File: src/rtl/cu_pkg.sv
// Shared types and instruction field positions for the control unit.
//   opcode_t : 4-bit opcode values found in IR[15:12]
//   state_t  : 4-bit FSM state encodings (also exported on the state port)
//   *_MSB/*_LSB : bit positions of the instruction fields
//   ALU_*    : ALU operation select codes
package cu_pkg;

  typedef enum logic [3:0] {
    OP_NOOP  = 4'd0,
    OP_STORE = 4'd1,
    OP_LOAD  = 4'd2,
    OP_ADD   = 4'd3,
    OP_SUB   = 4'd4,
    OP_HALT  = 4'd5
  } opcode_t;

  typedef enum logic [3:0] {
    S_INIT   = 4'd0,
    S_FETCH  = 4'd1,
    S_DECODE = 4'd2,
    S_NOOP   = 4'd3,
    S_LOAD_A = 4'd4,
    S_LOAD_B = 4'd5,
    S_STORE  = 4'd6,
    S_ADD    = 4'd7,
    S_SUB    = 4'd8,
    S_HALT   = 4'd9
  } state_t;

  // instruction field slices
  localparam int OP_MSB      = 15;
  localparam int OP_LSB      = 12;
  localparam int RA_MSB      = 11;
  localparam int RA_LSB      = 8;
  localparam int RB_MSB      = 7;
  localparam int RB_LSB      = 4;
  localparam int W_MSB       = 3;
  localparam int W_LSB       = 0;
  localparam int LD_ADDR_MSB = 11;   // LOAD data address
  localparam int LD_ADDR_LSB = 4;
  localparam int ST_ADDR_MSB = 7;    // STORE data address
  localparam int ST_ADDR_LSB = 0;

  localparam logic [2:0] ALU_PASS = 3'd0;
  localparam logic [2:0] ALU_ADD  = 3'd1;
  localparam logic [2:0] ALU_SUB  = 3'd2;

endpackage

File: src/rtl/step_sync.sv
// Single-step button conditioning: two-flop synchroniser followed by a
// rising-edge detector. Only instantiated when CU_SINGLE_STEP_EN is defined.
//   clk        : system clock
//   clear      : asynchronous active-high reset
//   step       : asynchronous push-button input
//   step_pulse : one-cycle pulse on each synchronised rising edge of step
module step_sync (
  input  logic clk,
  input  logic clear,
  input  logic step,
  output logic step_pulse
);

  logic sync1, sync2, sync_prev;

  always_ff @(posedge clk or posedge clear) begin
    if (clear) begin
      sync1     <= 1'b0;
      sync2     <= 1'b0;
      sync_prev <= 1'b0;
    end else begin
      sync1     <= step;
      sync2     <= sync1;
      sync_prev <= sync2;
    end
  end

  assign step_pulse = sync2 & ~sync_prev;

endmodule

File: src/rtl/control_unit.sv
// Instruction-sequencing controller. Drives the PC counter's up/clear,
// holds the instruction register and issues Moore control strobes to data
// memory, register file and ALU.
//
// Optional feature: define CU_SINGLE_STEP_EN to add the `step` input; the
// FSM then waits in FETCH until a synchronised step edge is seen.
//
// Ports:
//   clk, clear          : clock, asynchronous active-high reset
//   instr               : instruction-memory data at current PC
//   PC_clr, PC_up       : PC counter controls
//   IR                  : instruction register
//   D_addr, D_wr        : data-memory address / write enable
//   RF_s                : RF write-data select (1 = memory, 0 = ALU)
//   RF_W_addr, RF_W_en  : RF write port
//   RF_Ra_addr, RF_Rb_addr : RF read ports
//   ALU_s0              : ALU op (0 pass, 1 add, 2 sub)
//   halted, state       : status / debug
//   step                : single-step button (CU_SINGLE_STEP_EN only)
//
// state    | meaning
// ---------+-----------------------------------------------
// INIT  0  | clear PC
// FETCH 1  | PC_up, load IR from instr
// DECODE 2 | branch on opcode
// NOOP  3  | no operation (also any undefined opcode)
// LOAD_A 4 | present memory address, select memory data
// LOAD_B 5 | as LOAD_A plus RF write enable
// STORE 6  | write RF[Ra] to memory
// ADD   7  | RF[W] = RF[Ra] + RF[Rb]
// SUB   8  | RF[W] = RF[Ra] - RF[Rb]
// HALT  9  | halted until clear
module control_unit
  import cu_pkg::*;
#(
  parameter int IW  = 16,
  parameter int DAW = 8,
  parameter int RAW = 4
) (
  input  logic           clk,
  input  logic           clear,
  input  logic [IW-1:0]  instr,
  output logic           PC_clr,
  output logic           PC_up,
  output logic [IW-1:0]  IR,
  output logic [DAW-1:0] D_addr,
  output logic           D_wr,
  output logic           RF_s,
  output logic [RAW-1:0] RF_W_addr,
  output logic           RF_W_en,
  output logic [RAW-1:0] RF_Ra_addr,
  output logic [RAW-1:0] RF_Rb_addr,
  output logic [2:0]     ALU_s0,
  output logic           halted,
  output logic [3:0]     state
`ifdef CU_SINGLE_STEP_EN
  ,
  input  logic           step
`endif
);

  state_t        state_q, state_n;
  logic [IW-1:0] ir_q;
  logic          ir_load;
  logic          advance;
  opcode_t       op;

`ifdef CU_SINGLE_STEP_EN
  logic step_pulse;

  step_sync u_step_sync (
    .clk        (clk),
    .clear      (clear),
    .step       (step),
    .step_pulse (step_pulse)
  );

  assign advance = step_pulse;
`else
  assign advance = 1'b1;
`endif

  // undefined opcodes fall into the default branch of the decode and run as NOOP
  assign op = opcode_t'(ir_q[OP_MSB:OP_LSB]);

  always_ff @(posedge clk or posedge clear) begin
    if (clear) begin
      state_q <= S_INIT;
      ir_q    <= '0;
    end else begin
      state_q <= state_n;
      if (ir_load) ir_q <= instr;
    end
  end

  always_comb begin
    state_n    = state_q;
    ir_load    = 1'b0;
    PC_clr     = 1'b0;
    PC_up      = 1'b0;
    D_addr     = '0;
    D_wr       = 1'b0;
    RF_s       = 1'b0;
    RF_W_addr  = '0;
    RF_W_en    = 1'b0;
    RF_Ra_addr = '0;
    RF_Rb_addr = '0;
    ALU_s0     = ALU_PASS;
    halted     = 1'b0;

    case (state_q)
      S_INIT: begin
        PC_clr  = 1'b1;
        state_n = S_FETCH;
      end
      S_FETCH: begin
        if (advance) begin
          PC_up   = 1'b1;
          ir_load = 1'b1;
          state_n = S_DECODE;
        end
      end
      S_DECODE: begin
        case (op)
          OP_STORE: state_n = S_STORE;
          OP_LOAD:  state_n = S_LOAD_A;
          OP_ADD:   state_n = S_ADD;
          OP_SUB:   state_n = S_SUB;
          OP_HALT:  state_n = S_HALT;
          default:  state_n = S_NOOP;
        endcase
      end
      S_NOOP: state_n = S_FETCH;
      S_LOAD_A, S_LOAD_B: begin
        D_addr    = ir_q[LD_ADDR_MSB:LD_ADDR_LSB];
        RF_s      = 1'b1;
        RF_W_addr = ir_q[W_MSB:W_LSB];
        // write only in the second cycle so memory read data has settled
        if (state_q == S_LOAD_B) begin
          RF_W_en = 1'b1;
          state_n = S_FETCH;
        end else begin
          state_n = S_LOAD_B;
        end
      end
      S_STORE: begin
        D_addr     = ir_q[ST_ADDR_MSB:ST_ADDR_LSB];
        RF_Ra_addr = ir_q[RA_MSB:RA_LSB];
        D_wr       = 1'b1;
        state_n    = S_FETCH;
      end
      S_ADD, S_SUB: begin
        RF_Ra_addr = ir_q[RA_MSB:RA_LSB];
        RF_Rb_addr = ir_q[RB_MSB:RB_LSB];
        RF_W_addr  = ir_q[W_MSB:W_LSB];
        RF_W_en    = 1'b1;
        ALU_s0     = (state_q == S_ADD) ? ALU_ADD : ALU_SUB;
        state_n    = S_FETCH;
      end
      S_HALT: halted = 1'b1;
      default: state_n = S_INIT;
    endcase
  end

  assign IR    = ir_q;
  assign state = state_q;

endmodule

File: config.mk
export PLATFORM = sky130hd
export DESIGN_NAME = control_unit
export DESIGN_NICKNAME = d
export VERILOG_FILES = /design/src/rtl/cu_pkg.sv /design/src/rtl/step_sync.sv /design/src/rtl/control_unit.sv
export SDC_FILE = /design/constraint.sdc
export NUM_CORES = 1
export LEC_CHECK = 0
export CORE_MARGIN = 2
export CORE_UTILIZATION = 40
export CTS_CLUSTER_DIAMETER = 40
export CTS_CLUSTER_SIZE = 30
export DETAILED_ROUTE_END_ITERATION = 12
export DONT_BUFFER_PORTS = 1
export GPL_TIMING_DRIVEN = 0
export MAX_ROUTING_LAYER = met4
export PLACE_DENSITY = 0.55
export SLEW_MARGIN = 20
export SYNTH_ARGS = -nofsm -noshare
export SYNTH_HDL_FRONTEND = slang
export SYNTH_SLANG_ARGS = --single-unit
File: constraint.sdc
create_clock -name clk -period 1.8 [get_ports clk]
set_input_delay 0.18 -clock clk [delete_from_list [all_inputs] [get_ports clk]]
set_output_delay 0.18 -clock clk [all_outputs]
set_load 0.05 [all_outputs]
# Word-level counts from Yosys, hierarchy flattened
# Index checks and enable logic that the tools add are counted.
# W data, S select, Z words.
# word_totals
elab_cells	38
register_bits	20
inputBits	18
# classes
muxes	16
n_reduce_logical	6
eq_ne	14
# ops
cell	n
$pmux W4 S5	2
$eq A4 B3 Y1 const B	6
$eq A4 B2 Y1 const B	4
$pmux W8 S2	1
$mux W4	3
$eq A4 B1 Y1 const B	2
$eq A4 B4 Y1 const B	2
$mux W1	6
$reduce_or A5 Y1	1
$logic_not A4 Y1	1
$mux W2	2
$reduce_or A2 Y1	2
$reduce_or A4 Y1	1
$mux W3	1
$reduce_or A3 Y1	1
$pmux W1 S2	1

# Longest topological paths before layout
# logic_depth
ltp_word	3
depth_mapped	5
mapped_depth_nobuf	4

# Least setup slack after synthesis
# Ideal clock, no wire load.
# synth_timing
kind	register to output
start	register state_q[3], in the netlist state[3]
end	output RF_W_addr[0]
setup_slack_ps	-733
stages_incl_launch_ff	5
n_path_buf	1
arrival_ps	2353
path_cell_list	dfrtp_1 -> buf_2 -> nor3b_1 -> o21bai_1 -> a21boi_0
# synth_via
elab_chain_len	3
elab_cells_between_ends	6
# synth_rtl
element	line	text
start, declared	control_unit.sv:62	state_t state_q, state_n;
start signal, assigned	control_unit.sv:91	state_q <= state_n;
$eq A4 B3 Y1 / $eq A4 B4 Y1 (equally long branches)	control_unit.sv:111	case (state_q)
$reduce_or A4 Y1 (no source line) (*)	n/a	
$mux W4 (*)	control_unit.sv:111	
end, declared	control_unit.sv:49	output logic [RAW-1:0] RF_W_addr,
# Mark *: on every way between the ends. The rest lies on a longest branch, timed or not.

# Worst setup path in the final report
# layout_timing
start	register state_q[0], in the netlist state[0]
end	output RF_Rb_addr[3]
# layout_via
elab_chain_len	3
elab_cells_between_ends	4
# layout_rtl
element	line	text
$eq A4 B3 Y1 / $eq A4 B4 Y1 (equally long branches)	control_unit.sv:111	
$reduce_or A2 Y1 (*)	control_unit.sv:111	
$mux W4 (*)	control_unit.sv:111	
end, declared	control_unit.sv:52	output logic [RAW-1:0] RF_Rb_addr,
# Marks and branches as above.

==> reports/qor.yml <==
synthesis:
  yosysUniqueCellTypes: 37
  post_syn_area_um2: 1189
  async_flop_share_pct: 100.0
  yosys_most_used_dff: "sky130_fd_sc_hd__dfrtp_1"
  postSynthNetCount: 119
  syn_avg_cell_area_um2: 11.77
  ys.warnings.count: 0
  synth_seq_cells: 20
  number_of_synthesized_flops_with_an_enable_pin: 0
  synthesis.instances: 101
  ys_seq_area_share_pct: 42.11
routing:
  routed_wirelength_um: 2990
  route.vias.total: 912
  drt-wirelength-per-cell_um: 18.92
  ant_nets: 0
  route.detailed.vias_per_inst: 5.772
  remaining_drc_errors: 0
  drtIter0Drc: 19
  drt_pre_antenna_iters: 4
grt:
  grt_util_all_layers_pct: 17.93
  grt.overflow.total: 0
  grt_pass1_wl_um: 4374
  grt_pass1_vias: 870
  grt_antenna_before_repair: 0
  grt_max_degree: 21
cts:
  cts_root_cell: "sky130_fd_sc_hd__clkbuf_4"
  cts_tree: "built"
  clock_tree_buf_depth: 2
  cts.reportedPaths.clkPinSlew_ps: 110
  cts_sinks: 20
  cts-htree-levels: 1
  clock_latency_ps: 290
  cts_buffers: 3
placement:
  dp.final_hpwl_um: 2048
  globalplace.congestion: 0.7510
  dp_cells: 132
  dpl_cell_area_um2: 1384
  place.port_buffers: 0
timing:
  timing.max_slew.rel_slack_pct: 49.86
  finalHoldWorstSlack_ps: 27.09
  post_route_setup_slack_ps: -362.5
  timing.final.crit_share_pct: 120.1
  maxSlewViolCount: 0
  finalWorstPathRequiredPeriod_ps: 2163
  fmax_ghz: 0.4624
  grt_setup_unrepaired: "true"
  report.final.setup_viol: 37
  finalHoldViolations: 0
  finalSetupTns_ps: -8201
  clock-skew-final_ps: 3.127
  tightest_slew_ps: 751.2
layout:
  insertedDiodeCount: 0
  multiInputGateArea_um2: 860.8
  layout_net_count: 146
  fillers: 237
  drive_above_1_share_pct: 64.57
  layout_common_cells: "16 x sky130_fd_sc_hd__dfrtp_1, 11 x sky130_fd_sc_hd__dlygate4sd3_1, 9 x sky130_fd_sc_hd__mux2_4, 9 x sky130_fd_sc_hd__buf_4"
  synthToLayoutAreaGrowth_pct: 44.53
  final-instance-count-excl-fill: 158
  mostFrequentLayoutCell: "sky130_fd_sc_hd__dfrtp_1"
  register_cell_area_after_layout_um2: 505.5
  design_area_um2: 1718
setup_path:
  r2r_cells: 5
  worstPathArrival_ps: 1980
  critPathMaxFanout: 4
  critPathRequiredTime_ps: 1620
  critPathKind: "register to output port"
  critical_path.endpoint_type: "output port"
  start_kind: "register"
worst_hold_path:
  holdPathStages: 1
  holdCritPathClass: "input port to register"
die:
  io-pin-count: 67
  dieWidth_um: 58.51
  die_y_um: 58.51
  core_area_um2: 2781
  initial_core_util_pct: 42.74
  rows: 19
  design.die.area_um2: 3423
outcome:
  violated_checks: "negative setup slack"
  status: "finished, violations left"
flow_run:
  timing.max_cap.violations: 0
[registers in the layout (all words and copies together) (netlist names)]
register / cells
IR: 16
state: 4
[logic make-up (layout without fill, tap and decap cells)]
group / after synthesis / in the layout / synth area share (%)
other: 1 / 1 / 0.3155
DFF: 20 / 20 / 42.11
muxes: 16 / 16 / 18.00
AOI/OAI and AO/OA: 22 / 22 / 13.90
and+or+nand+nor: 31 / 33 / 18.21
xor gates and xnor gates: 1 / 1 / 0.7370
buffers and inverters: 10 / 34 / 6.737
[cell type report]
class / instances / share of cell area (%)
Inverter: 4 / 1.165
Buffer: 6 / 4.443
Clock buffer: 4 / 1.529
Tap cell: 31 / 2.258
Sequential cell: 20 / 29.42
Timing Repair Buffer: 20 / 11.07
Multi-Input combinational cell: 73 / 50.11
[layer usage]
metal  GRT usage [%]  routed length (µm)  part of all wire (%)
met3           3.516                 195                   6.5
met2           26.81                1467                    49
met4           6.977                  65                   2.2
met5               -                   0                     0
met1           24.02                1262                    42
[timing repair]
action / 4_1_cts / 5_1_grt
pin swaps: 11 / 9
hold endpoints to repair: 20 / 10
hold buffers: 1 / 10
gates cloned: 2 / 0
setup buffers: 7 / 3
resized for setup: 16 / 8
endpoints found under the setup margin: 37 / 38
[Yosys cell counts, types with 2 or more instances]
master / instances / share of area, %
sky130_fd_sc_hd__a21boi_0: 4 / 2.5
sky130_fd_sc_hd__a21oi_1: 2 / 0.84
sky130_fd_sc_hd__a22o_1: 8 / 5.9
sky130_fd_sc_hd__and2_1: 8 / 4.2
sky130_fd_sc_hd__buf_2: 2 / 0.84
sky130_fd_sc_hd__buf_6: 2 / 1.9
sky130_fd_sc_hd__dfrtp_1: 20 / 42
sky130_fd_sc_hd__inv_1: 3 / 0.95
sky130_fd_sc_hd__mux2_2: 7 / 6.6
sky130_fd_sc_hd__mux2_4: 9 / 11
sky130_fd_sc_hd__nand2_1: 2 / 0.63
sky130_fd_sc_hd__nand2b_1: 3 / 1.6
sky130_fd_sc_hd__nand3b_1: 2 / 1.3
sky130_fd_sc_hd__nor2_2: 2 / 1.1
sky130_fd_sc_hd__nor3b_1: 2 / 1.3
sky130_fd_sc_hd__nor4b_1: 2 / 1.5
sky130_fd_sc_hd__o21ai_0: 3 / 1.3
[worst max-delay path, stage by stage (launching register included)]
cell and delay, ps:
sky130_fd_sc_hd__dfrtp_2 540, sky130_fd_sc_hd__buf_8 180, sky130_fd_sc_hd__or4b_4 590, sky130_fd_sc_hd__o21ai_4 110, sky130_fd_sc_hd__and2_4 270
[stage by stage]
step,setup slack [ps],utilization (%)
after floorplan,-368.4,-
after global placement,-475.9,49.75
after detailed placement,-470.1,49.75
after CTS,-377.1,56.46
after global routing,-425.3,61.76
final,-362.5,61.76
[final timing paths]
| path | startpoint | endpoint | slack [ps] |
|---|---|---|---|
| min in group asynchronous | clear | IR[12]$_DFFE_PP0P_ | 450 |
| worst max-delay path | state[0]$_DFFE_PP0N_ | RF_Rb_addr[3] | -360 |
| max in group asynchronous | clear | state[2]$_DFFE_PP0N_ | 840 |
| worst min register to register | state[3]$_DFFE_PP0N_ | state[2]$_DFFE_PP0N_ | 860 |
| worst max register to register | state[1]$_DFFE_PP0N_ | IR[2]$_DFFE_PP0P_ | -100 |
| worst min-delay path | instr[11] | IR[11]$_DFFE_PP0P_ | 30 |
Power is left out: the tool's default activity adds up to more than one toggle a clock period on the data nets, which glitch-free logic cannot reach.
